**src/rtl/spi_aes_master.sv**
```systemverilog
// SPI master for the AES slave: streams {plaintext,key} out on MOSI, then clocks 128 ciphertext bits in on MISO.
// Latency: start->done = 1 + CLK_DIV + 2*CLK_DIV*(256+32*Nk) + GAP_CYC + 1 clk cycles, fixed.
// Backpressure: none; start is ignored while busy, the host waits for the one-cycle done pulse.
//
// Ports:
//   clk, rst        system clock (posedge), asynchronous active-low reset
//   start           one-cycle request; pt_in/key_in are sampled in that cycle only
//   pt_in, key_in   plaintext (128 b) and key (32*Nk b), MSB shifted out first
//   busy, done      busy from the cycle after an accepted start; done pulses when ct_out updates
//   ct_out          received ciphertext, first received bit lands in bit 127; held until the next done
//   SCLK, MOSI, MISO, CS   SPI mode-0 style bus, SCLK idle low, CS active low
//   abort           only when SPI_ABORT_EN is defined: drops the frame without a done pulse
//
// Optional feature macro: SPI_ABORT_EN.
module spi_aes_master #(
   parameter int Nk      = 4,
   parameter int CLK_DIV = 4,
   parameter int GAP_CYC = 8
) (
   input  logic              clk,
   input  logic              rst,
   input  logic              start,
   input  logic [127:0]      pt_in,
   input  logic [32*Nk-1:0]  key_in,
   output logic              busy,
   output logic              done,
   output logic [127:0]      ct_out,
   output logic              SCLK,
   output logic              MOSI,
   input  logic              MISO,
`ifdef SPI_ABORT_EN
   input  logic              abort,
`endif
   output logic              CS
);

   localparam int TX_W  = 128 + 32*Nk;
   localparam int DIV_W = $clog2(CLK_DIV + 1);
   localparam int GAP_W = $clog2(GAP_CYC + 1);
   localparam int BIT_W = $clog2(TX_W + 1);

   localparam logic [DIV_W-1:0] DIV_LAST = DIV_W'(CLK_DIV - 1);
   localparam logic [GAP_W-1:0] GAP_LAST = GAP_W'(GAP_CYC - 1);
   localparam logic [BIT_W-1:0] TX_BITS  = BIT_W'(TX_W);
   localparam logic [BIT_W-1:0] RX_BITS  = BIT_W'(128);

   typedef enum logic [2:0] {IDLE, SETUP, SEND, GAP, RECV, DONE} state_t;

   state_t            state;
   logic [DIV_W-1:0]  div_cnt;
   logic [GAP_W-1:0]  gap_cnt;
   logic [BIT_W-1:0]  bit_cnt;
   logic [TX_W-1:0]   tx_sr;
   logic [127:0]      ct_sr;
   logic              abort_req;
   logic              half_end;

`ifdef SPI_ABORT_EN
   assign abort_req = abort;
`else
   assign abort_req = 1'b0;
`endif

   // MOSI is the top bit of the TX shift register; after the final shift the
   // register is all zeros, so MOSI is automatically low during GAP/RECV.
   assign MOSI     = tx_sr[TX_W-1];
   assign half_end = (div_cnt == DIV_LAST);

   always_ff @(posedge clk or negedge rst) begin
      if (!rst) begin
         state   <= IDLE;
         div_cnt <= '0;
         gap_cnt <= '0;
         bit_cnt <= '0;
         tx_sr   <= '0;
         ct_sr   <= '0;
         ct_out  <= '0;
         busy    <= 1'b0;
         done    <= 1'b0;
         SCLK    <= 1'b0;
         CS      <= 1'b1;
      end else begin
         done <= 1'b0;
         if (abort_req && state != IDLE) begin
            // Drop the frame: bus idle next cycle, ct_out untouched, no done.
            state   <= IDLE;
            div_cnt <= '0;
            gap_cnt <= '0;
            bit_cnt <= '0;
            tx_sr   <= '0;
            busy    <= 1'b0;
            SCLK    <= 1'b0;
            CS      <= 1'b1;
         end else begin
            case (state)
               IDLE: begin
                  // abort in the same idle cycle suppresses the start
                  if (start && !abort_req) begin
                     tx_sr   <= {pt_in, key_in};
                     CS      <= 1'b0;
                     busy    <= 1'b1;
                     div_cnt <= '0;
                     bit_cnt <= '0;
                     state   <= SETUP;
                  end
               end
               SETUP: begin
                  if (half_end) begin
                     div_cnt <= '0;
                     state   <= SEND;
                  end else begin
                     div_cnt <= div_cnt + DIV_W'(1);
                  end
               end
               SEND: begin
                  if (half_end) begin
                     div_cnt <= '0;
                     SCLK    <= ~SCLK;
                     if (!SCLK) begin
                        bit_cnt <= bit_cnt + BIT_W'(1);
                     end else begin
                        // falling edge: present the next bit
                        tx_sr <= {tx_sr[TX_W-2:0], 1'b0};
                        if (bit_cnt == TX_BITS) begin
                           bit_cnt <= '0;
                           gap_cnt <= '0;
                           state   <= GAP;
                        end
                     end
                  end else begin
                     div_cnt <= div_cnt + DIV_W'(1);
                  end
               end
               GAP: begin
                  if (gap_cnt == GAP_LAST) begin
                     gap_cnt <= '0;
                     div_cnt <= '0;
                     state   <= RECV;
                  end else begin
                     gap_cnt <= gap_cnt + GAP_W'(1);
                  end
               end
               RECV: begin
                  if (half_end) begin
                     div_cnt <= '0;
                     SCLK    <= ~SCLK;
                     if (!SCLK) begin
                        ct_sr   <= {ct_sr[126:0], MISO};
                        bit_cnt <= bit_cnt + BIT_W'(1);
                     end else if (bit_cnt == RX_BITS) begin
                        bit_cnt <= '0;
                        state   <= DONE;
                     end
                  end else begin
                     div_cnt <= div_cnt + DIV_W'(1);
                  end
               end
               DONE: begin
                  ct_out <= ct_sr;
                  done   <= 1'b1;
                  CS     <= 1'b1;
                  busy   <= 1'b0;
                  state  <= IDLE;
               end
               default: state <= IDLE;
            endcase
         end
      end
   end

endmodule

```
**config.mk**
```make
export PLATFORM = sky130hd
export DESIGN_NAME = spi_aes_master
export DESIGN_NICKNAME = d
export VERILOG_FILES = /design/src/rtl/spi_aes_master.sv
export SDC_FILE = /design/constraint.sdc
export NUM_CORES = 1
export LEC_CHECK = 0
export ABC_AREA = 1
export BUFFER_PORTS_ARGS = -buffer_cell sky130_fd_sc_hd__buf_2
export CORE_MARGIN = 1
export CORE_UTILIZATION = 46
export DETAILED_ROUTE_END_ITERATION = 10
export GPL_TIMING_DRIVEN = 0
export HOLD_SLACK_MARGIN = 0.02
export PLACE_DENSITY = 0.7
export SYNTH_ARGS = -nofsm -noshare
export SYNTH_HDL_FRONTEND = slang
export SYNTH_SLANG_ARGS = --single-unit
```
**constraint.sdc**
```tcl
create_clock -name clk -period 1.65 [get_ports clk]
set_input_delay 0.0825 -clock clk [delete_from_list [all_inputs] [get_ports clk]]
set_output_delay 0.0825 -clock clk [all_outputs]
set_load 0.05 [all_outputs]
```
==> out/qor.txt, run 1 <==
Final Hold Viols -> 0
clock skew -> 0.0174 ns
Final WS setup -> -0.337 ns
Design Power -> 48.7 mW
commonest non-fill, non-tap cell in the layout -> nand2_1
antenna-violating nets left -> 0
PwrDens -> 1510 nW/µm²
Bufs on Longest Clock Path -> 3
Syn. warnings -> 0
Cells after Synth -> 2781
CP Depth -> 10
cts bufs inserted -> 54
Yosys reg bits -> 535
Worst VDD drop -> 1010 µV
DRC Markers -> 0
# setup viols final -> 506
CP max-delay cell -> dfrtp_2
IO Port Bufs -> 392
fin crit period -> 1.99 ns
CTS root buf -> clkbuf_16
initial core utilization -> 0.470
Leakage -> 15.9 nW
Placed Area -> 26100 µm²
DR vias -> 22300
pre-CTS WS -> -0.839 ns
register area share after synthesis -> 0.578
Sink Count -> 535
Max Slew Vio Count -> 0
HP Class -> in2async
failing checks -> negative setup slack
Syn-to-layout area delta -> 39.6%
Final Cell Area -> 32300 µm²
Worst-Skew Late Latency -> 0.61 ns
dpl hpwl -> 42.9 mm
CTS tree -> built
Routed WL -> 74.2 mm
clk slew on worst S/H paths -> 0.07 ns
largest net degree at the start of global routing -> 130
IO Pins -> 393
Reg2Reg Depth -> 10
critical path startpoint category -> flip-flop
die height -> 226 µm
slew margin rel. -> 0.538
Nets -> 3801
max cap viols -> 0
Initial DRC Count -> 1852
Syn Nets -> 3045
fillers -> 3663
H-tree Lvls -> 2
crit path DAT -> 2.45 ns
vias in the first global route -> 21700
initial antenna violation count -> 18
Crit path max-delay family -> buffers and inverters
Req. time, crit path -> 2.12 ns
Crit Path Max Fanout -> 5
Worst-Margin Slew -> 0.693 ns
CP Cell Sequence -> buf_4 > nor2_4 > nand2_2 > a22oi_2 > buf_12 > buf_12 > clkbuf_16 > buf_16 > nand2_2 > o21ai_1
RSZ-0062 raised after global routing -> yes
total track usage -> 0.264
# rows -> 81
crit end category -> flip-flop
ratio of final minimum period to clock period -> 1.20
Buf+Inv Stages, Crit Path -> 5
highest clock rate -> 503 MHz
commonest cells after routing, fill and taps aside -> nand2_1 (788), dfrtp_1 (532), buf_2 (408)
status -> finished with violations
gpl congestion -> 0.893
share of cells above drive strength 1 -> 0.226
Avg Cell Area, Syn -> 8.32 µm²
Die Footprint -> 51200 µm²
Crit Path Category -> reg2reg
first-pass GRT wire length -> 108 mm
DR vias/cell -> 5.24
wire per inst -> 17.4 µm
Congestion Overflow GR -> 0
synth unique cells -> 26
Chip Width -> 226 µm
1st-pass router iterations -> 8
Post-Syn Area -> 23100 µm²
max incr delay on CP -> 0.44 ns
worst hold slack -> 0.0380 ns
core outline area -> 49300 µm²
Yosys cell counts:
master,n,area (µm²)
a21oi_1,3,15.0
nor3_1,3,15.0
nand3b_1,4,30.0
nor2_1,14,52.6
xnor2_1,1,8.76
nand4_1,5,31.3
o21ai_0,448,2240
buf_6,10,113
nand2_2,1,6.26
nand2_1,840,3150
a22oi_2,1,12.5
xor2_1,3,26.3
ha_1,4,50.1
dfrtp_1,534,13400
nand3_1,17,85.1
nor2_2,1,6.26
inv_2,5,18.8
buf_1,13,48.8
dfstp_2,1,26.3
or2_2,2,12.5
inv_1,401,1510
o21ai_1,323,1620
o211ai_1,1,7.51
clkbuf_1,102,383
buf_4,39,293
buf_2,5,25.0
final cells by class:
type                    count  area, µm²  share of cell area
clock inverters            24        278             0.00859
inverters                 406       1530              0.0473
diodes                     19       47.5             0.00147
plain buffers             169       1530              0.0472
flip-flops and latches    535      13400               0.414
clock buffers              77       1590              0.0491
repair buffers            699       5320               0.165
multi-input cells        1672       7800               0.241
well taps                 664        831              0.0257
registers in the layout, indices dropped and copies added, names as in the netlist:
register and count:
gap_cnt 4, div_cnt 3, CS 1, state 3
done 1, SCLK 1, ct_out 128, tx_sr 256
busy 1, ct_sr 128, bit_cnt 9
repair_timing:
item,CTS,global route
hold buffers,259,0
setup buffers,24,4
pin swaps,8,6
hold endpoints to repair,329,0
endpoints found under the setup margin,522,625
gates cloned,5,12
gates resized for setup,225,296
per-stage QoR:
step | instances | util | TNS, ns
finish | 4265 | 0.656 | -47.19
global route | 4259 | 0.656 | -104.65
CTS | 4230 | 0.637 | -50.43
detailed placement | 3841 | 0.529 | -341.17
global placement | 3837 | 0.527 | -5686.67
floorplan | 2781 | - | -1.54
kinds of logic after synthesis:
kind of cell / Yosys count / synth area share
and+or+nand+nor: 887 / 0.147
AOI/OAI and AO/OA: 776 / 0.168
buffers and inverters: 575 / 0.103
DFF: 535 / 0.578
xor gates and xnor gates: 4 / 0.00151
adders and majority gates: 4 / 0.00216
routing by layer:
layer	vias up	GRT usage	routed length (µm)
met3	312	0.0766	6720
met1	10700	0.319	28400
met5	-	0	45
met4	6	0.122	3460
li1	10300	-	-
met2	1059	0.436	35600
final timing paths:
path	start	to	slack, ns
max reg2reg	state[2]$_DFFE_PN0P_	tx_sr[132]$_DFFE_PN0P_	-0.34
min	rst	tx_sr[211]$_DFFE_PN0P_	0.04
min reg2reg	CS$_DFFE_PN1P_	CS$_DFFE_PN1P_	0.46
max	state[2]$_DFFE_PN0P_	tx_sr[132]$_DFFE_PN0P_	-0.34
max in group asynchronous	rst	ct_out[85]$_DFFE_PN0P_	0.12
min in group clk	MISO	ct_sr[0]$_DFFE_PN0P_	0.31
power by group:
group / switching (mW) / internal, mW
combinational: 11.2 / 7.20
sequential: 1.15 / 16.4
clock: 5.32 / 7.49
total: 17.6 / 31.0
No activity file was read; power rests on OpenSTA's default activity.
==> run 2: changes to the inputs <==
Settings changed: PLACE_DENSITY 0.7 to unset, PLACE_DENSITY_LB_ADDON set to 0.3, RECOVER_POWER set to 25.
==> run 2 against run 1 <==
Sequential power is essentially flat. Sequential cell count unchanged. Worst hold slack worse by 0.011 ns. Critical endpoint is now tx_sr[197]$_DFFE_PN0P_. Worst setup slack got worse by 0.061 ns. Combinational power increased by 9%. Count of clock-buffer cells in the layout unchanged. Routed wire length increased by 3.1%. Sequential share of layout area shrank 1.3 points. The flow still finishes with violations (negative setup slack). Final cell count rose by 0.61%.
==> out/qor.txt, run 2 (synthesis results as in run 1) <==
status -> finished with violations
failing checks -> negative setup slack
Reg2Reg Depth -> 8
die height -> 226 µm
clk slew on worst S/H paths -> 0.07 ns
total track usage -> 0.265
Leakage -> 16.5 nW
Worst-Skew Late Latency -> 0.60 ns
fin crit period -> 2.05 ns
Crit Path Category -> reg2reg
DR vias/cell -> 5.22
vias in the first global route -> 21900
HP Class -> in2async
commonest cells after routing, fill and taps aside -> nand2_1 (753), dfrtp_1 (531), buf_2 (408)
IO Port Bufs -> 392
critical path startpoint category -> flip-flop
crit path DAT -> 2.58 ns
# setup viols final -> 512
dpl hpwl -> 42.7 mm
DRC Markers -> 0
fillers -> 3462
initial antenna violation count -> 17
Req. time, crit path -> 2.19 ns
Chip Width -> 226 µm
Max Slew Vio Count -> 0
Crit Path Max Fanout -> 10
Design Power -> 50.8 mW
# rows -> 81
r2r setup slk -> -0.40 ns
Sink Count -> 535
Initial DRC Count -> 1969
antenna-violating nets left -> 0
wire per inst -> 17.8 µm
Final Hold Viols -> 0
commonest non-fill, non-tap cell in the layout -> nand2_1
Reg-to-Reg Start -> state[2]$_DFFE_PN0P_
PwrDens -> 1520 nW/µm²
initial core utilization -> 0.470
Placed Area -> 26100 µm²
largest net degree at the start of global routing -> 126
Congestion Overflow GR -> 0
Bufs on Longest Clock Path -> 3
Final WS setup -> -0.397 ns
CTS tree -> built
Placed Cells -> 3841
clock skew -> 0.0136 ns
ratio of final minimum period to clock period -> 1.24
max cap viols -> 0
Syn-to-layout area delta -> 44.0%
RSZ-0062 raised after global routing -> yes
highest clock rate -> 488 MHz
Die Footprint -> 51200 µm²
slew margin rel. -> 0.571
cts bufs inserted -> 56
max reg flops -> 256
gpl congestion -> 0.851
IO Pins -> 393
top flop regs -> tx_sr x256, ct_out x128, ct_sr x128
Final Cell Area -> 33300 µm²
worst r2r dst -> tx_sr[197]$_DFFE_PN0P_
DR vias -> 22400
CTS root buf -> clkbuf_16
core outline area -> 49300 µm²
Worst-Margin Slew -> 0.643 ns
Routed WL -> 76.5 mm
Cell Count, Final, Fillers Out -> 4291
share of cells above drive strength 1 -> 0.253
Nets -> 3825
Top reg by flops -> tx_sr
Worst VDD drop -> 865 µV
1st-pass router iterations -> 6
first-pass GRT wire length -> 109 mm
crit end category -> flip-flop
H-tree Lvls -> 2
setup TNS -> -64.90 ns
-- run 2: changes by cell type in the layout (fill, tap and decap cells not counted), sizes merged --
cell / change
inv: +1
bufinv: +3
clkbuf: +11
clkinv: +1
diode: -1
buf: +11
-- run 2: area by class of cell --
cell class / instances / area (µm²) / share of cell area
timing repair buffer: 722 / 5720 / 0.172
antenna: 18 / 45.0 / 0.00135
buffer: 168 / 1680 / 0.0505
inverter: 406 / 1530 / 0.0459
tap: 664 / 831 / 0.0249
clock buffer: 77 / 1570 / 0.0471
multi-input combinational: 1672 / 8190 / 0.246
sequential: 535 / 13400 / 0.402
clock inverter: 29 / 370 / 0.0111
-- run 2: timing repair --
| item | CTS | global route |
|---|---|---|
| pin swaps | 8 | 19 |
| setup endpoints to repair | 526 | 751 |
| gates cloned | 6 | 23 |
| setup buffers | 29 | 10 |
| endpoints found under the hold margin | 451 | 0 |
| hold buffers | 259 | 0 |
| resized for setup | 288 | 329 |
-- run 2: metal layers --
metal / GRT usage / vias to the layer above / wire length (µm)
met3: 0.0793 / 331 / 6910
met1: 0.322 / 10700 / 29300
li1: - / 10300 / -
met4: 0.109 / 8 / 3610
met2: 0.441 / 1052 / 36600
met5: 0 / - / 79
-- run 2: worst max-delay path by stage --
stage                           start                       to  slack [ns]  cells past startpoint
2_1_floorplan  div_cnt[0]$_DFFE_PN0P_     ct_sr[5]$_DFFE_PN0P_       -0.02                      8
3_3_place_gp                      rst         SCLK$_DFFE_PN0P_      -11.05                      1
3_5_place_dp     state[2]$_DFFE_PN0P_  ct_out[108]$_DFFE_PN0P_       -0.88                      7
4_1_cts          state[1]$_DFFE_PN0P_   tx_sr[152]$_DFFE_PN0P_       -0.14                     12
5_1_grt          state[2]$_DFFE_PN0P_   tx_sr[197]$_DFFE_PN0P_       -0.71                      8
6_report         state[2]$_DFFE_PN0P_   tx_sr[197]$_DFFE_PN0P_       -0.40                      8
-- run 2: where the power goes --
part | internal (mW) | switching [mW]
logic | 8.07 | 11.9
registers | 16.4 | 1.11
clock network | 7.93 | 5.40
-- run 2: worst max-delay path, cell delays in order (launching register included) --
cell and delay [ns]:
dfrtp_2 0.45, nor2_4 0.16, nand2_4 0.11, buf_4 0.15, clkbuf_4 0.21, clkbuf_2 0.23, o21ai_0 0.48, nand2_2 0.11
o21ai_2 0.07
-- run 2: stage by stage --
stage	setup WS, ns	hold slack, ns	util
final	-0.397	0.0271	0.677
after CTS	-0.143	0.0312	0.645
after floorplan	-0.0192	-0.213	-
after global placement	-11.05	0.351	0.527
after detailed placement	-0.877	0.0770	0.529
after global routing	-0.715	0.0716	0.676
